File: config.mk
export PLATFORM = sky130hd
export DESIGN_NAME = r30_field_sequencer
export DESIGN_NICKNAME = d
export VERILOG_FILES = /design/src/rtl/r30_field_sequencer_pkg.sv /design/src/rtl/r30_step_comb.sv /design/src/rtl/r30_field_sequencer.sv
export SDC_FILE = /design/constraint.sdc
export NUM_CORES = 1
export LEC_CHECK = 0
export ABC_AREA = 0
export CORE_ASPECT_RATIO = 1.5
export CORE_MARGIN = 5
export CORE_UTILIZATION = 45
export CTS_BUF_LIST = sky130_fd_sc_hd__clkbuf_2
export CTS_CLUSTER_SIZE = 25
export DETAILED_ROUTE_END_ITERATION = 10
export GPL_TIMING_DRIVEN = 1
export PLACE_DENSITY = 0.84
export RECOVER_POWER = 25
export SYNTH_ARGS = -nofsm -noshare
export SYNTH_HDL_FRONTEND = slang
export SYNTH_SLANG_ARGS = --single-unit
File: constraint.sdc
create_clock -name clk -period 5.8 [get_ports clk]
set_input_delay 1.16 -clock clk [delete_from_list [all_inputs] [get_ports clk]]
set_output_delay 1.16 -clock clk [all_outputs]
set_load 0.02 [all_outputs]
File: src/rtl/r30_field_sequencer_pkg.sv
// Shared Rule 30 definitions: FSM state encoding, centre-cell helper and the per-cell rule.
`default_nettype none

package r30_pkg;

  typedef enum logic [1:0] {
    ST_IDLE = 2'd0,
    ST_RUN  = 2'd1,
    ST_DONE = 2'd2
  } state_e;

  function automatic int centre_idx(input int n);
    return n / 2;
  endfunction

  // left is the higher-index neighbour, right the lower-index one
  function automatic logic r30_cell(input logic left, input logic centre, input logic right);
    return left ^ (centre | right);
  endfunction

endpackage

`default_nettype wire

File: src/rtl/r30_step_comb.sv
// One combinational Rule 30 generation across an N-cell field; cells beyond either edge read 0.
`default_nettype none

module r30_step_comb
  import r30_pkg::*;
#(
  parameter int N = 128
) (
  input  logic [N-1:0] state_i,
  output logic [N-1:0] state_o
);

  logic [N+1:0] w_padded;

  assign w_padded = {1'b0, state_i, 1'b0};

  for (genvar i = 0; i < N; i++) begin : g_cell
    assign state_o[i] = r30_cell(w_padded[i+2], w_padded[i+1], w_padded[i]);
  end

endmodule

`default_nettype wire

File: src/rtl/r30_field_sequencer.sv
// Iterates one Rule 30 step array STEPS times from a seed and captures a centre-column window.
// Optional abort input enabled by defining R30_SEQ_ABORT_EN.
`default_nettype none

module r30_field_sequencer
  import r30_pkg::*;
#(
  parameter int N         = 128,
  parameter int STEPS     = 256,
  parameter int COL_START = 128,
  parameter int COL_W     = 128
) (
  input  logic             clk,
  input  logic             rst_n,
  input  logic             seed_valid,
  output logic             seed_ready,
  input  logic [N-1:0]     seed,
  output logic             res_valid,
  input  logic             res_ready,
  output logic [N-1:0]     final_state,
  output logic [COL_W-1:0] column_slice,
  output logic             busy
`ifdef R30_SEQ_ABORT_EN
  ,
  input  logic             abort
`endif
);

  localparam int CNT_W  = $clog2(STEPS + 1);
  localparam int CENTRE = centre_idx(N);

  if (N < 4 || (N % 2) != 0) begin : g_bad_n
    $error("r30_field_sequencer: N must be even and >= 4");
  end
  if (STEPS < 1) begin : g_bad_steps
    $error("r30_field_sequencer: STEPS must be >= 1");
  end
  if (COL_START + COL_W > STEPS) begin : g_bad_col
    $error("r30_field_sequencer: COL_START+COL_W exceeds STEPS");
  end

  state_e             fsm_q;
  logic [N-1:0]       state_q;
  logic [N-1:0]       state_d;
  logic [CNT_W-1:0]   cnt_q;
  logic [COL_W-1:0]   column_q;
  logic [COL_W-1:0]   column_d;
  logic               seed_ready_q;
  logic               res_valid_q;
  logic               busy_q;
  logic [31:0]        cnt_ext;
  logic               last_step;
  logic               abort_req;

`ifdef R30_SEQ_ABORT_EN
  assign abort_req = abort;
`else
  assign abort_req = 1'b0;
`endif

  r30_step_comb #(
    .N (N)
  ) u_step (
    .state_i (state_q),
    .state_o (state_d)
  );

  assign cnt_ext   = 32'(cnt_q);
  assign last_step = (cnt_ext == 32'(STEPS - 1));

  // Only a counter value inside the capture window matches one of the slots
  always_comb begin
    column_d = column_q;
    for (int j = 0; j < COL_W; j++) begin
      if (cnt_ext == 32'(COL_START + j)) begin
        column_d[j] = state_q[CENTRE];
      end
    end
  end

  always_ff @(posedge clk or negedge rst_n) begin
    if (!rst_n) begin
      fsm_q        <= ST_IDLE;
      state_q      <= '0;
      cnt_q        <= '0;
      column_q     <= '0;
      seed_ready_q <= 1'b1;
      res_valid_q  <= 1'b0;
      busy_q       <= 1'b0;
    end else begin
      case (fsm_q)
        ST_IDLE: begin
          if (seed_valid && seed_ready_q) begin
            fsm_q        <= ST_RUN;
            state_q      <= seed;
            cnt_q        <= '0;
            column_q     <= '0;
            seed_ready_q <= 1'b0;
            busy_q       <= 1'b1;
          end
        end
        ST_RUN: begin
          if (abort_req) begin
            fsm_q        <= ST_IDLE;
            column_q     <= '0;
            seed_ready_q <= 1'b1;
            busy_q       <= 1'b0;
          end else begin
            column_q <= column_d;
            state_q  <= state_d;
            cnt_q    <= cnt_q + CNT_W'(1);
            if (last_step) begin
              fsm_q       <= ST_DONE;
              busy_q      <= 1'b0;
              res_valid_q <= 1'b1;
            end
          end
        end
        ST_DONE: begin
          // abort takes priority over a simultaneous consume
          if (abort_req) begin
            fsm_q        <= ST_IDLE;
            column_q     <= '0;
            seed_ready_q <= 1'b1;
            res_valid_q  <= 1'b0;
          end else if (res_ready) begin
            fsm_q        <= ST_IDLE;
            seed_ready_q <= 1'b1;
            res_valid_q  <= 1'b0;
          end
        end
        default: begin
          fsm_q        <= ST_IDLE;
          seed_ready_q <= 1'b1;
          res_valid_q  <= 1'b0;
          busy_q       <= 1'b0;
        end
      endcase
    end
  end

  assign seed_ready   = seed_ready_q;
  assign res_valid    = res_valid_q;
  assign busy         = busy_q;
  assign final_state  = state_q;
  assign column_slice = column_q;

endmodule

`default_nettype wire

Word-level counts from Yosys, hierarchy flattened
Cells that the tools add are included.
Word-level totals
  logic and storage cells: 935
  register bits after elaboration: 270
  input bits: 132
  output and inout port bits: 259
Cells by class
  bitwise operators: 257
  multiplexer cells: 147
  add/sub/neg operators: 1
  reductions and logical operators: 136
  equal/unequal tests: 260
Operator list (number)
  $eq A9 B8 Y1 const B: 128
  $pmux W128 S2: 2
  $reduce_and A3 Y1: 132
  $ne A2 B2 Y1 const B: 130
  $mux W128: 2
  $mux W1: 134
  $or A1 B1 Y1: 127
  $xor A1 B1 Y1: 127
  $pmux W9 S2: 1
  $add A9 B1 Y9 const B: 1
  $mux W9: 1
  $pmux W1 S3: 3
  $mux W2: 3
  $pmux W2 S3: 1
  $not A1 Y1: 3
  $eq A2 B1 Y1 const B: 1
  $eq A2 B2 Y1 const B: 1
  $logic_not A2 Y1: 1
  $reduce_and A2 Y1: 1
  $reduce_bool A2 Y1: 1
  $logic_and A1 B1 Y1: 1

Logic depth before layout (Yosys ltp)
  depth after elaboration: 3
  depth in mapped cells: 8
  depth with buffers taken out: 7

Hierarchy
Synthesis repeated with hierarchy kept, for this count alone.
Second synthesis, totals
  cell total of the unflattened synthesis: 1422
  area total of the unflattened synthesis: 14340.0 sq um
By module, submodules not included
  r30_field_sequencer: instances 1, area each 12741.0 sq um, sequential area each 6757.7 sq um, cells an instance 1167
  r30_step_comb: instances 1, area each 1599.0 sq um, sequential area each 0.0 sq um, cells an instance 255

Worst setup path after synthesis
No wires, ideal clock.
  path kind: input to register
  start: input port seed_valid
  end: register state_q[100], in the netlist final_state[100]
  data arrival time: 2.277 ns
  buffers on the path: 3
  setup time: 0.126 ns
  required time: 5.674 ns
  slack: 3.397 ns
  stages on the path: 6
  cells stage by stage: a21oi_1 -> or2_2 -> clkbuf_1 -> buf_2 -> buf_1 -> a221o_1
Between the ends
  longest elaborated chain between the ends: 3
Ends and longest elaborated chain
  from (decl): line r30_field_sequencer.sv:15  | input logic seed_valid,
  $logic_and A1 B1 Y1: line r30_field_sequencer.sv:93  | if (seed_valid && seed_ready_q) begin
  $ne A2 B2 Y1 (no line)
  $reduce_and A2 Y1 (no line)
  to (signal assigned): line r30_field_sequencer.sv:110  | state_q <= state_d;
  to (decl): line r30_field_sequencer.sv:43  | logic [N-1:0] state_q;
No other way between the ends.
A chain may end at the register's enable or synchronous reset.

==> reports/qor.yml <==
worst_setup_path:
  cp_slowest_stage_delay_ns: 2.26
  crit_buf_inv: 2
  slowest_stage: "clkbuf_2"
  path_cells: "buf_8 > clkbuf_2"
  crit_type: "in -> async"
  crit_fanout: 124
  arrival_ns: 4.13
  start_kind: "input port"
  crit_path_end_kind: "async pin"
  crit_family: "buffers and inverters"
  critical_path_required_ns: 6.05
global_route:
  grtUsageTotal_pct: 26.6
  first_global_vias: 13700
  grt-ovfl-total: 0
  grt_max_degree: 125
  antenna_found_initial: 7
  grt_pass1_wl_um: 76700
die:
  core_area_um2: 31500
  start_util_pct: 45.3
  design.die.area_um2: 35400
  die_x_um: 155
  rows: 80
  io_pins: 391
  die_h_um: 228
yosys:
  synth-async-reset-ratio_pct: 100
  synth_nets: 1591
  ys_top_cells_by_area: "dfrtp_1 47%, o311ai_0 6.0%, nor3_1 5.8%"
  ys_ff_latch: 270
  synth_warnings: 0
  ys_seq_area_share_pct: 47.4
  ys_top_cells_by_count: "269 x dfrtp_1, 165 x nor3_1, 120 x nand2_1"
  synth_cells: 1453
  synthFlopType: "dfrtp_1"
  avgSynthCellArea_um2: 9.82
  yosysMostFrequentCell: "dfrtp_1"
  synth_edf_count: 0
  synth.top_cell.area_share_pct: 47.2
  synth.distinct_cells: 54
  yosysTopAreaCell: "dfrtp_1"
  netlist_area_um2: 14300
detailed_routing:
  dr.pass1.iters: 5
  routedWlPerCell_um: 22.1
  vias: 14100
  drt_iter0_markers: 1131
  vias_per_cell: 6.30
  totalWireLength_um: 49200
  drc_errors: 0
  antenna_left: 0
placement:
  dpl.hpwl_um: 33600
  pre_cts_ws_ns: 2.05
  port-buffer-count: 390
  place_congestion: 0.863
sta:
  tns_ns: 0
  skew_ns: 0.0727
  worst_pin_slew_ns: 3.12
  fin_crit_sh_pct: 67.0
  slew_headroom_pct: -108
  drv_slew: 125
  max_freq_mhz: 257
  rsz0062_at_grt: "no"
  min_period_ns: 3.88
  hold_viol_final: 0
  setup_slack_ns: 1.92
  setup_viol: 0
min_path:
  hold_class: "in -> async"
final_layout:
  multi_input_area_um2: 6700
  fillers: 2650
  seqCellArea_um2: 6760
  fin_nets: 1908
  drive_gt1_share_pct: 7.44
  area_delta_synth_final_pct: 31.6
run:
  maxCapViolCount: 1
clock_network:
  numCtsBuffers: 68
  cts_buffer_depth: 3
  ctsHoldBuffers: 0
  post-cts-setup-buffers: 0
  ctsHtreeMaxLevel: 3
  worstSkewPairLatency_ns: 0.88
  tritoncts: "done"
  clkTransAtPathRegs_ns: 0.12
  cts_sinks: 270
  clock-root-buffer: "clkbuf_2"
  cts_resized: 0
power_and_ir_drop:
  pwr-share-seq_pct: 39.0
  sw_frac_of_total_pct: 44.8
  p_leak_nw: 7.50
  power_density_nw_per_um2: 489
  combPwrFrac_pct: 46.9
  p_int_mw: 5.07
  ir_drop_uv: 364
  switchingPower_mw: 4.11
  clockPowerShare_pct: 14.1
outcome:
  outcome: "finished with violations"
  violations: "max-capacitance violations, max-slew violations"
## state kept, by name, indices dropped and copies added, names as in the netlist
name / flops
fsm_q: 2
seed_ready: 1
cnt_q: 9
column_slice: 128
busy: 1
final_state: 128
res_valid: 1
## worst paths after layout
kind / start / to / slack, ns / cells past startpoint
setup / recovery: rst_n / column_slice[66]$_DFFE_PN0P_ / 1.92 / 2
hold / removal: rst_n / final_state[32]$_DFFE_PN0P_ / 0.24 / 1
setup reg to reg: fsm_q[0]$_DFFE_PN0P_ / column_slice[61]$_DFFE_PN0P_ / 2.54 / 4
hold reg to reg: column_slice[127]$_DFFE_PN0P_ / column_slice[127]$_DFFE_PN0P_ / 0.52 / 2
max in group clk: final_state[3]$_DFFE_PN0P_ / final_state[3] / 2.52 / 1
min in group clk: column_slice[127]$_DFFE_PN0P_ / column_slice[127]$_DFFE_PN0P_ / 0.52 / 2
## layer usage
layer	GRT usage (%)	wire, um	vias up
met2	44.9	24900	681
met5	0	28	-
li1	-	-	6361
met4	12.3	2290	4
met1	30.9	17700	6861
met3	7.74	4270	151
## per-stage QoR
| step | area, um2 | util [%] | std cells | total power, mW | hold WS (ns) |
|---|---|---|---|---|---|
| 2_1_floorplan | 14300 | - | 1453 | 5.91 | 0.540 |
| 3_3_place_gp | 18200 | 57.7 | 2110 | 7.73 | 0.488 |
| 3_5_place_dp | 18200 | 57.7 | 2110 | 7.89 | 0.497 |
| 4_1_cts | 18800 | 59.6 | 2225 | 9.21 | 0.234 |
| 5_1_grt | 18800 | 59.6 | 2230 | 9.76 | 0.253 |
| 6_report | 18800 | 59.6 | 2230 | 9.18 | 0.241 |
## power by group through the flow
stage / Clock [mW] / Combinational [mW] / Sequential (mW)
after global routing: 1.42 / 4.63 / 3.71
after CTS: 1.32 / 4.33 / 3.56
after global placement: 0 / 4.19 / 3.54
after detailed placement: 0 / 4.31 / 3.58
final: 1.29 / 4.30 / 3.58
after floorplan: 0 / 2.00 / 3.91
## cell families after synthesis
kind of cell	synth area share, %
muxes	2.46
xor gates and xnor gates	0.123
and+or+nand+nor	15.4
AOI/OAI and AO/OA	28.2
DFF	47.4
adders and majority gates	0.526
buffers and inverters	5.93
## area by class of cell
class | instances | share of cell area [%]
Sequential cell | 270 | 36.0
Antenna cell | 5 | 0.0666
Timing Repair Buffer | 405 | 21.4
Tap cell | 410 | 2.73
Inverter | 51 | 1.02
Multi-Input combinational cell | 974 | 35.7
Clock buffer | 102 | 2.72
Clock inverter | 13 | 0.400
## cells in the final DEF, fill, tap and decap left out, types with 2 or more instances in the layout
cell             netlist  layout
inv_1                 51      51
or4b_1                 4       4
nand3b_1               6       6
clkbuf_2               0     103
nand2_1              120     119
nand4bb_1              8       7
clkdlybuf4s50_1        0     389
a221o_1               82      82
mux2i_1               35      35
o21a_1                82      82
buf_4                  2      14
o21ai_0                7       7
nand4_1               27      27
nor2_1                16      16
o22ai_1                2       2
o311ai_1               3       3
a21oi_1               85      85
o221ai_1              44      44
clkinv_1               0       8
ha_1                   6       6
dfrtp_1              269     267
o311ai_0              98      98
nand4b_1               4       4
nor3_1               165     165
inv_2                  0       4
nand3_1                6       6
diode_2                0       5
or2_1                  3       3
nor3b_1               36      36
o31ai_1              102     102
or2_2                  4       4
a211o_1                3       3
nor2b_1                4       4
dfrtp_2                0       2
(Power assumes the default switching activity.)
